$ cat src/rtl/hilo_muldiv.sv
// Multicycle signed multiply (radix-2 Booth) / restoring divide feeding the HI/LO registers.
// Optional macro MULDIV_UNSIGNED_EN adds is_unsigned for multu/divu.
module hilo_muldiv #(
   parameter int WIDTH = 32
) (
   input  logic             clk,
   input  logic             reset,
   input  logic             start_mult,
   input  logic             start_div,
`ifdef MULDIV_UNSIGNED_EN
   input  logic             is_unsigned,
`endif
   input  logic [WIDTH-1:0] input_a,
   input  logic [WIDTH-1:0] input_b,
   output logic             busy,
   output logic             done,
   output logic             div_zero,
   output logic [WIDTH-1:0] hi_out,
   output logic [WIDTH-1:0] lo_out
);

   localparam int CW = (WIDTH > 1) ? $clog2(WIDTH) : 1;

   typedef enum logic [1:0] {S_IDLE, S_MULT, S_DIV, S_DONE} state_t;

   state_t state_q, state_d;
   logic              div0_d;
   logic [CW-1:0]     cnt_q;
   logic              last;

   logic signed [2*WIDTH:0] acc_q, acc_d;
   logic [WIDTH-1:0]        mcand_q;
   logic signed [WIDTH:0]   a_ext, m_ext, sum;
   logic [WIDTH-1:0]        prod_hi;

   logic [WIDTH-1:0] rem_q, quo_q, dvs_q, rem_d, quo_d;
   logic [WIDTH:0]   shifted;
   logic             ge;
   logic             negq_q, negr_q;

   logic uns_in, a_neg, b_neg;

`ifdef MULDIV_UNSIGNED_EN
   logic             uns_q;
   logic [WIDTH-1:0] b_q;
   assign uns_in = is_unsigned;
`else
   assign uns_in = 1'b0;
`endif

   function automatic logic [WIDTH-1:0] apply_sign(input logic [WIDTH-1:0] mag, input logic neg);
      return neg ? (~mag + 1'b1) : mag;
   endfunction

   assign a_neg = ~uns_in & input_a[WIDTH-1];
   assign b_neg = ~uns_in & input_b[WIDTH-1];
   assign last  = (cnt_q == CW'(WIDTH-1));

   always_comb begin
      state_d = state_q;
      div0_d  = 1'b0;
      case (state_q)
         S_IDLE: begin
            if (start_mult) begin
               state_d = S_MULT;
            end else if (start_div) begin
               if (input_b == '0) begin
                  state_d = S_DONE;
                  div0_d  = 1'b1;
               end else begin
                  state_d = S_DIV;
               end
            end
         end
         S_MULT, S_DIV: if (last) state_d = S_DONE;
         S_DONE:        state_d = S_IDLE;
         default:       state_d = S_IDLE;
      endcase
   end

   // Booth step: the add is one bit wider so a most-negative multiplicand cannot overflow
   always_comb begin
      a_ext = {acc_q[2*WIDTH], acc_q[2*WIDTH:WIDTH+1]};
      m_ext = {mcand_q[WIDTH-1], mcand_q};
      case (acc_q[1:0])
         2'b01:   sum = a_ext + m_ext;
         2'b10:   sum = a_ext - m_ext;
         default: sum = a_ext;
      endcase
      acc_d = {sum, acc_q[WIDTH:1]};
`ifdef MULDIV_UNSIGNED_EN
      // Unsigned product = signed product plus cross terms for operands with MSB set
      prod_hi = acc_d[2*WIDTH:WIDTH+1]
              + ((uns_q & mcand_q[WIDTH-1]) ? b_q : '0)
              + ((uns_q & b_q[WIDTH-1]) ? mcand_q : '0);
`else
      prod_hi = acc_d[2*WIDTH:WIDTH+1];
`endif
   end

   // Restoring divide step on magnitudes; quotient shifts in where the dividend shifts out
   always_comb begin
      shifted = {rem_q, quo_q[WIDTH-1]};
      ge      = (shifted >= {1'b0, dvs_q});
      rem_d   = ge ? (shifted[WIDTH-1:0] - dvs_q) : shifted[WIDTH-1:0];
      quo_d   = {quo_q[WIDTH-2:0], ge};
   end

   always_ff @(posedge clk or negedge reset) begin
      if (!reset) begin
         state_q  <= S_IDLE;
         busy     <= 1'b0;
         done     <= 1'b0;
         div_zero <= 1'b0;
         hi_out   <= '0;
         lo_out   <= '0;
         cnt_q    <= '0;
         acc_q    <= '0;
         mcand_q  <= '0;
         rem_q    <= '0;
         quo_q    <= '0;
         dvs_q    <= '0;
         negq_q   <= 1'b0;
         negr_q   <= 1'b0;
`ifdef MULDIV_UNSIGNED_EN
         uns_q    <= 1'b0;
         b_q      <= '0;
`endif
      end else begin
         state_q  <= state_d;
         busy     <= (state_d == S_MULT) || (state_d == S_DIV);
         done     <= (state_d == S_DONE);
         div_zero <= div0_d;
         case (state_q)
            S_IDLE: begin
               cnt_q <= '0;
               if (start_mult) begin
                  acc_q   <= {{WIDTH{1'b0}}, input_b, 1'b0};
                  mcand_q <= input_a;
`ifdef MULDIV_UNSIGNED_EN
                  uns_q   <= is_unsigned;
                  b_q     <= input_b;
`endif
               end else if (start_div) begin
                  rem_q  <= '0;
                  quo_q  <= apply_sign(input_a, a_neg);
                  dvs_q  <= apply_sign(input_b, b_neg);
                  negq_q <= a_neg ^ b_neg;
                  negr_q <= a_neg;
               end
            end
            S_MULT: begin
               acc_q <= acc_d;
               cnt_q <= cnt_q + 1'b1;
               if (last) begin
                  hi_out <= prod_hi;
                  lo_out <= acc_d[WIDTH:1];
               end
            end
            S_DIV: begin
               rem_q <= rem_d;
               quo_q <= quo_d;
               cnt_q <= cnt_q + 1'b1;
               if (last) begin
                  lo_out <= apply_sign(quo_d, negq_q);
                  hi_out <= apply_sign(rem_d, negr_q);
               end
            end
            default: ;
         endcase
      end
   end

endmodule

$ cat config.mk
export PLATFORM = sky130hd
export DESIGN_NAME = hilo_muldiv
export DESIGN_NICKNAME = d
export VERILOG_FILES = /design/src/rtl/hilo_muldiv.sv
export SDC_FILE = /design/constraint.sdc
export NUM_CORES = 1
export LEC_CHECK = 0
export ABC_CLOCK_PERIOD_IN_PS = 8500
export BUFFER_PORTS_ARGS = -buffer_cell sky130_fd_sc_hd__clkbuf_2
export CORE_ASPECT_RATIO = 1.4
export CORE_MARGIN = 8
export CORE_UTILIZATION = 45
export CTS_BUF_LIST = sky130_fd_sc_hd__clkbuf_4 sky130_fd_sc_hd__clkbuf_8
export DETAILED_ROUTE_END_ITERATION = 12
export PLACE_DENSITY = 0.69
export SETUP_SLACK_MARGIN = 0.2
export SYNTH_ARGS = -nofsm -noshare
export SYNTH_HDL_FRONTEND = slang
export SYNTH_SLANG_ARGS = --single-unit
$ cat constraint.sdc
create_clock -name clk -period 8.5 [get_ports clk]
set_input_delay 0.425 -clock clk [delete_from_list [all_inputs] [get_ports clk]]
set_output_delay 0.425 -clock clk [all_outputs]
set_load 0.01 [all_outputs]
# == After elaboration in Yosys (flattened, before gate mapping) ==
# Index checks and enable logic that the tools add are counted.
# word_totals
wordCells,86
output_inout_bits,67
register_bits,269
# classes
order_cmp,1
mux,30
eq_ne,14
n_reduce_logical,13
add_sub_neg,8
n_bitwise,6
# ops
op,count
$mux W32,13
$pmux W32 S2,4
$pmux W65 S2,1
$add A32 B1 Y32 const B,4
$not A32 Y32,4
$pmux W33 S2,1
$mux W65,1
$add A32 B32 Y33,1
$ge A33 B32 Y1,1
$sub A32 B32 Y33,1
$logic_not A32 Y1,1
$sub A32 B32 Y32,1
$eq A2 B2 Y1 const B,5
$ne A2 B2 Y1 const B,5
$pmux W5 S2,1
$reduce_and A3 Y1,3
$reduce_bool A2 Y1,4
$eq A2 B1 Y1 const B,3
$mux W2,3
$pmux W2 S3,1
$add A5 B1 Y5 const B,1
$eq A5 B5 Y1 const B,1
$mux W1,5
$reduce_and A2 Y1,2
other kinds (5),5

# == Longest topological paths before layout ==
# logic_depth
ltp_word,7
depth_mapped,22
ltp_nobuf,21

# == Worst setup path after synthesis ==
# OpenSTA, ideal clock, no wires.
# synth_path
path_kind,flip-flop to flip-flop
startpoint,register mcand_q[5]
endpoint,register hi_out[26]
setup_slack_ns,4.038
required_time_ns,8.369
setup_time_ns,0.131
arrival_time_ns,4.331
path_buffers,0
stages_incl_launch_ff,19
cell_sequence,dfrtp_1 > or4_1 > nor4_1 > nand2b_1 > nor4_1 > a21oi_1 > xnor2_1 > ha_1 > a21o_1 > a21o_1 > a21o_1 > a221oi_1 > o21ai_0 > a21oi_1 > o21ai_0 > xnor2_1 > o21ai_0 > a22o_1 > or3_1
# synth_via
elab_chain_cells,4
# synth_lines
item,line_no,text
from (decl),32,logic [WIDTH-1:0] mcand_q;
from (signal assigned),139,mcand_q <= input_a;
$sub A32 B32 Y33 or $add A32 B32 Y33 (tied branches),"87, 86",
$pmux W33 S2 (*),85,case (acc_q[1:0])
$mux W32 (*),155,if (last) begin
$pmux W32 S2 (*),134,case (state_q)
to (signal assigned),156,hi_out <= prod_hi;
to (signal assigned),166,"hi_out <= apply_sign(rem_d, negr_q);"
to (decl),18,"output logic [WIDTH-1:0] hi_out,"
# Mark *: on every way between the ends. The rest lies on a longest branch, timed or not. The select of a mux whose other input is x is not followed.
# A chain may end at the register's enable or synchronous reset.

# == Final worst setup path ==
# layout_path
startpoint,register mcand_q[5]
endpoint,register acc_q[61]
# layout_via
elab_chain_cells,3
# layout_lines
item,line_no,text
$sub A32 B32 Y33 or $add A32 B32 Y33 (tied branches),"87, 86",
$pmux W33 S2 (*),85,
$pmux W65 S2 (*),134,
to (signal assigned),138,"acc_q <= {{WIDTH{1'b0}}, input_b, 1'b0};"
to (decl),31,"logic signed [2*WIDTH:0] acc_q, acc_d;"
# Mark *: on every way between the ends. The rest lies on a longest branch, timed or not.

==> results.yml <==
setup_path:
  crit_path_start: "mcand_q[5]"
  setup.worst_path.end: "acc_q[61]"
  r2r_setup_slack_ns: 3.29
  path_cells: "or4_1 > nor4_1 > nand2b_1 > nor4_1 > a21oi_1 > xnor2_1 > ha_1 > a21o_1 > a21o_1 > a21o_1 > a221oi_1 > o21ai_0 > a21oi_1 > o21ai_0 > a2111oi_0 > a31o_2 > nor2_1 > o21ai_0"
  start_kind: "flop"
  slowest_stage: "or4_1"
  reg2reg_from: "mcand_q[5]"
  r2r.worst_path.cells: 18
  worst-setup-path-type: "flop to flop"
  r2r-end: "acc_q[61]"
  end_kind: "flop"
  critPathMaxStageDelay_ns: 0.59
  path_max_fanout: 5
  crit_required_ns: 9.01
  worstPathArrival_ns: 5.72
sta:
  relSlewSlack_pct: 26.7
  worstMarginPinSlew_ns: 1.10
  period_minus_slack_ns: 5.21
  fin_worst_skew_ns: 0.0343
  hold_viol: 0
  setup_tns_ns: 0
  rsz0062_at_grt: "false"
  timing.final.crit_share_pct: 61.3
  whs_ns: 0.140
  setup_viol: 0
  fmax_mhz: 192
  slew_violations: 0
placement:
  gp_congestion: 0.957
  dp_hpwl_microns: 47100
  portBuffers: 134
drt:
  vias_per_cell: 5.91
  detail-route-antenna-nets: 0
  drc: 0
  num_vias: 17300
  finalWirelength_microns: 61200
  drtPass1Iterations: 5
  drt_iter0_markers: 1290
  avgRoutedWirePerCell_microns: 20.9
logic_synthesis:
  synth_edf_count: 0
  synth_warnings: 0
  synthTopCellsByArea: "dfrtp_1, o21ai_0, nand2_1, ha_1, xnor2_1"
  synth_seq_cells: 269
  netlist.top_cell.by_area: "dfrtp_1"
  netlist_top_cells_count: "nand2_1, o21ai_0, dfrtp_1, a21oi_1, nor2_1"
  synthCells: 2257
  yosysMostFrequentCell: "nand2_1"
  synthDominantCellAreaShare_pct: 35.5
  synth.distinct_cells: 97
  synth_area_sq_um: 19000
  syn_nets: 2404
  ys.flop_type: "dfrtp_1"
  syn_area_per_cell_sq_um: 8.40
  synthArstFlopShare_pct: 100
  synth-seq-area-share_pct: 35.5
clock_network:
  numCtsBuffers: 46
  worst_skew_pair.late_latency_ns: 0.62
  cts_buffer_depth: 3
  clock-sinks: 269
  cts-root-buf: "clkbuf_8"
  cts_tree: "built"
  ctsResizeCount: 0
  htree_levels: 2
  path_clk_slew_ns: 0.06
die:
  die_width_microns: 189
  rows: 89
  ios: 135
  die_h_microns: 259
  coreArea_sq_um: 41900
  start_util_pct: 45.3
  dieArea_sq_um: 49000
worst_hold_path:
  worstHoldPathType: "primary input to flop"
global_route:
  antenna_found_initial: 1
  grt_pass1_wl_microns: 95900
  gr-total-overflow: 0
  grtUsageTotal_pct: 24.5
  grt_pass1_vias: 16900
  grt_max_degree: 90
power_and_ir_drop:
  powerDensity_nw_per_um2: 369
  leakage_nw: 9.50
  fin_total_pwr_mw: 7.78
  irDropWorstVdd_mv: 0.234
finish:
  fin_util_pct: 50.3
  fill_cells: 4069
  layout.nets: 2487
  area_growth_pct: 11.2
  drive_gt1_share_pct: 13.8
  seqCellArea_sq_um: 6730
  multiInputGateArea_sq_um: 11500
outcome:
  outcome: "finished, final reports clean"
flow_run:
  max_cap_viol_count: 0
-- repair_timing --
item,CTS,global route
hold endpoints to repair,67,0
setup endpoints to repair,0,0
setup buffers,0,0
hold buffers,1,0
-- where the power goes --
part | total (mW) | switching, mW | internal [mW] | leakage, nW
sequential | 2.08 | 0.424 | 1.66 | 3.50
combinational | 4.36 | 2.70 | 1.66 | 5.45
clock | 1.34 | 0.591 | 0.751 | 0.551
-- metal layers --
metal	part of all wire, %	routed length (microns)	global-route usage [%]
met5	0	0	0
met1	41	25200	30.3
met2	49	29900	41.4
met4	5.5	3350	13.0
met3	4.5	2750	2.74
-- critical path, delay by kind of cell (launching register included) --
family / cells / cell delay, ns
flops: 1 / 0.42
xor+xnor: 1 / 0.15
simple gates: 5 / 1.65
compound gates: 11 / 2.55
fa+ha+maj: 1 / 0.35
-- per-stage QoR --
stage	area (sq um)	cells	worst slack (ns)
floorplan	19000	2257	4.04
global placement	20000	2837	3.51
detailed placement	20000	2837	3.37
CTS	21100	2920	3.33
global route	21100	2921	2.90
finish	21100	2921	3.29
-- final cells by class --
class	count	share of cell area, %
repair buffers	155	3.99
flip-flops and latches	269	31.9
clock inverters	20	1.04
clock buffers	62	3.87
inverters	79	1.41
well taps	546	3.24
diodes	1	0.0119
multi-input cells	1789	54.5
-- sequential cells by signal, summed over array words and instances, names as in the netlist, 2 cells and up --
register	flops
lo_out	32
state_q	2
rem_q	32
acc_q	65
hi_out	32
cnt_q	5
mcand_q	32
quo_q	32
dvs_q	32
-- cells in the final DEF, fill, tap and decap left out, types with 18 or more instances in the layout --
master,n
buf_4,20
o31ai_1,33
o21ai_0,299
dfrtp_1,269
mux2_2,37
xnor2_1,110
or4_1,18
mux2i_1,62
a21oi_1,152
clkbuf_8,56
a21o_1,25
ha_1,75
nor2_1,149
a22o_1,51
xor2_1,78
nand3_1,28
inv_1,77
clkbuf_2,133
nor4_1,22
nand2_1,340
nor3_1,32
-- cells by family after synthesis --
group,count (synthesis),synth area share [%]
AO/OA/AOI/OAI,712,23.3
XOR/XNOR,188,8.68
adder cells (fa/ha/maj),79,5.29
buffers and inverters,199,4.20
flip-flops,269,35.5
multiplexers,99,5.47
AND/OR/NAND/NOR,711,17.5
-- worst min path at each step --
stage	start	endpoint	slack, ns	depth (start not counted)
6_report	input_a[1]	mcand_q[1]	0.14	3
2_1_floorplan	reset	acc_q[0]	0.13	0
4_1_cts	input_a[21]	mcand_q[21]	0.10	2
3_5_place_dp	reset	acc_q[17]	0.41	1
5_1_grt	input_a[21]	mcand_q[21]	0.14	2
3_3_place_gp	reset	acc_q[17]	0.41	1
(Power assumes the default switching activity.)
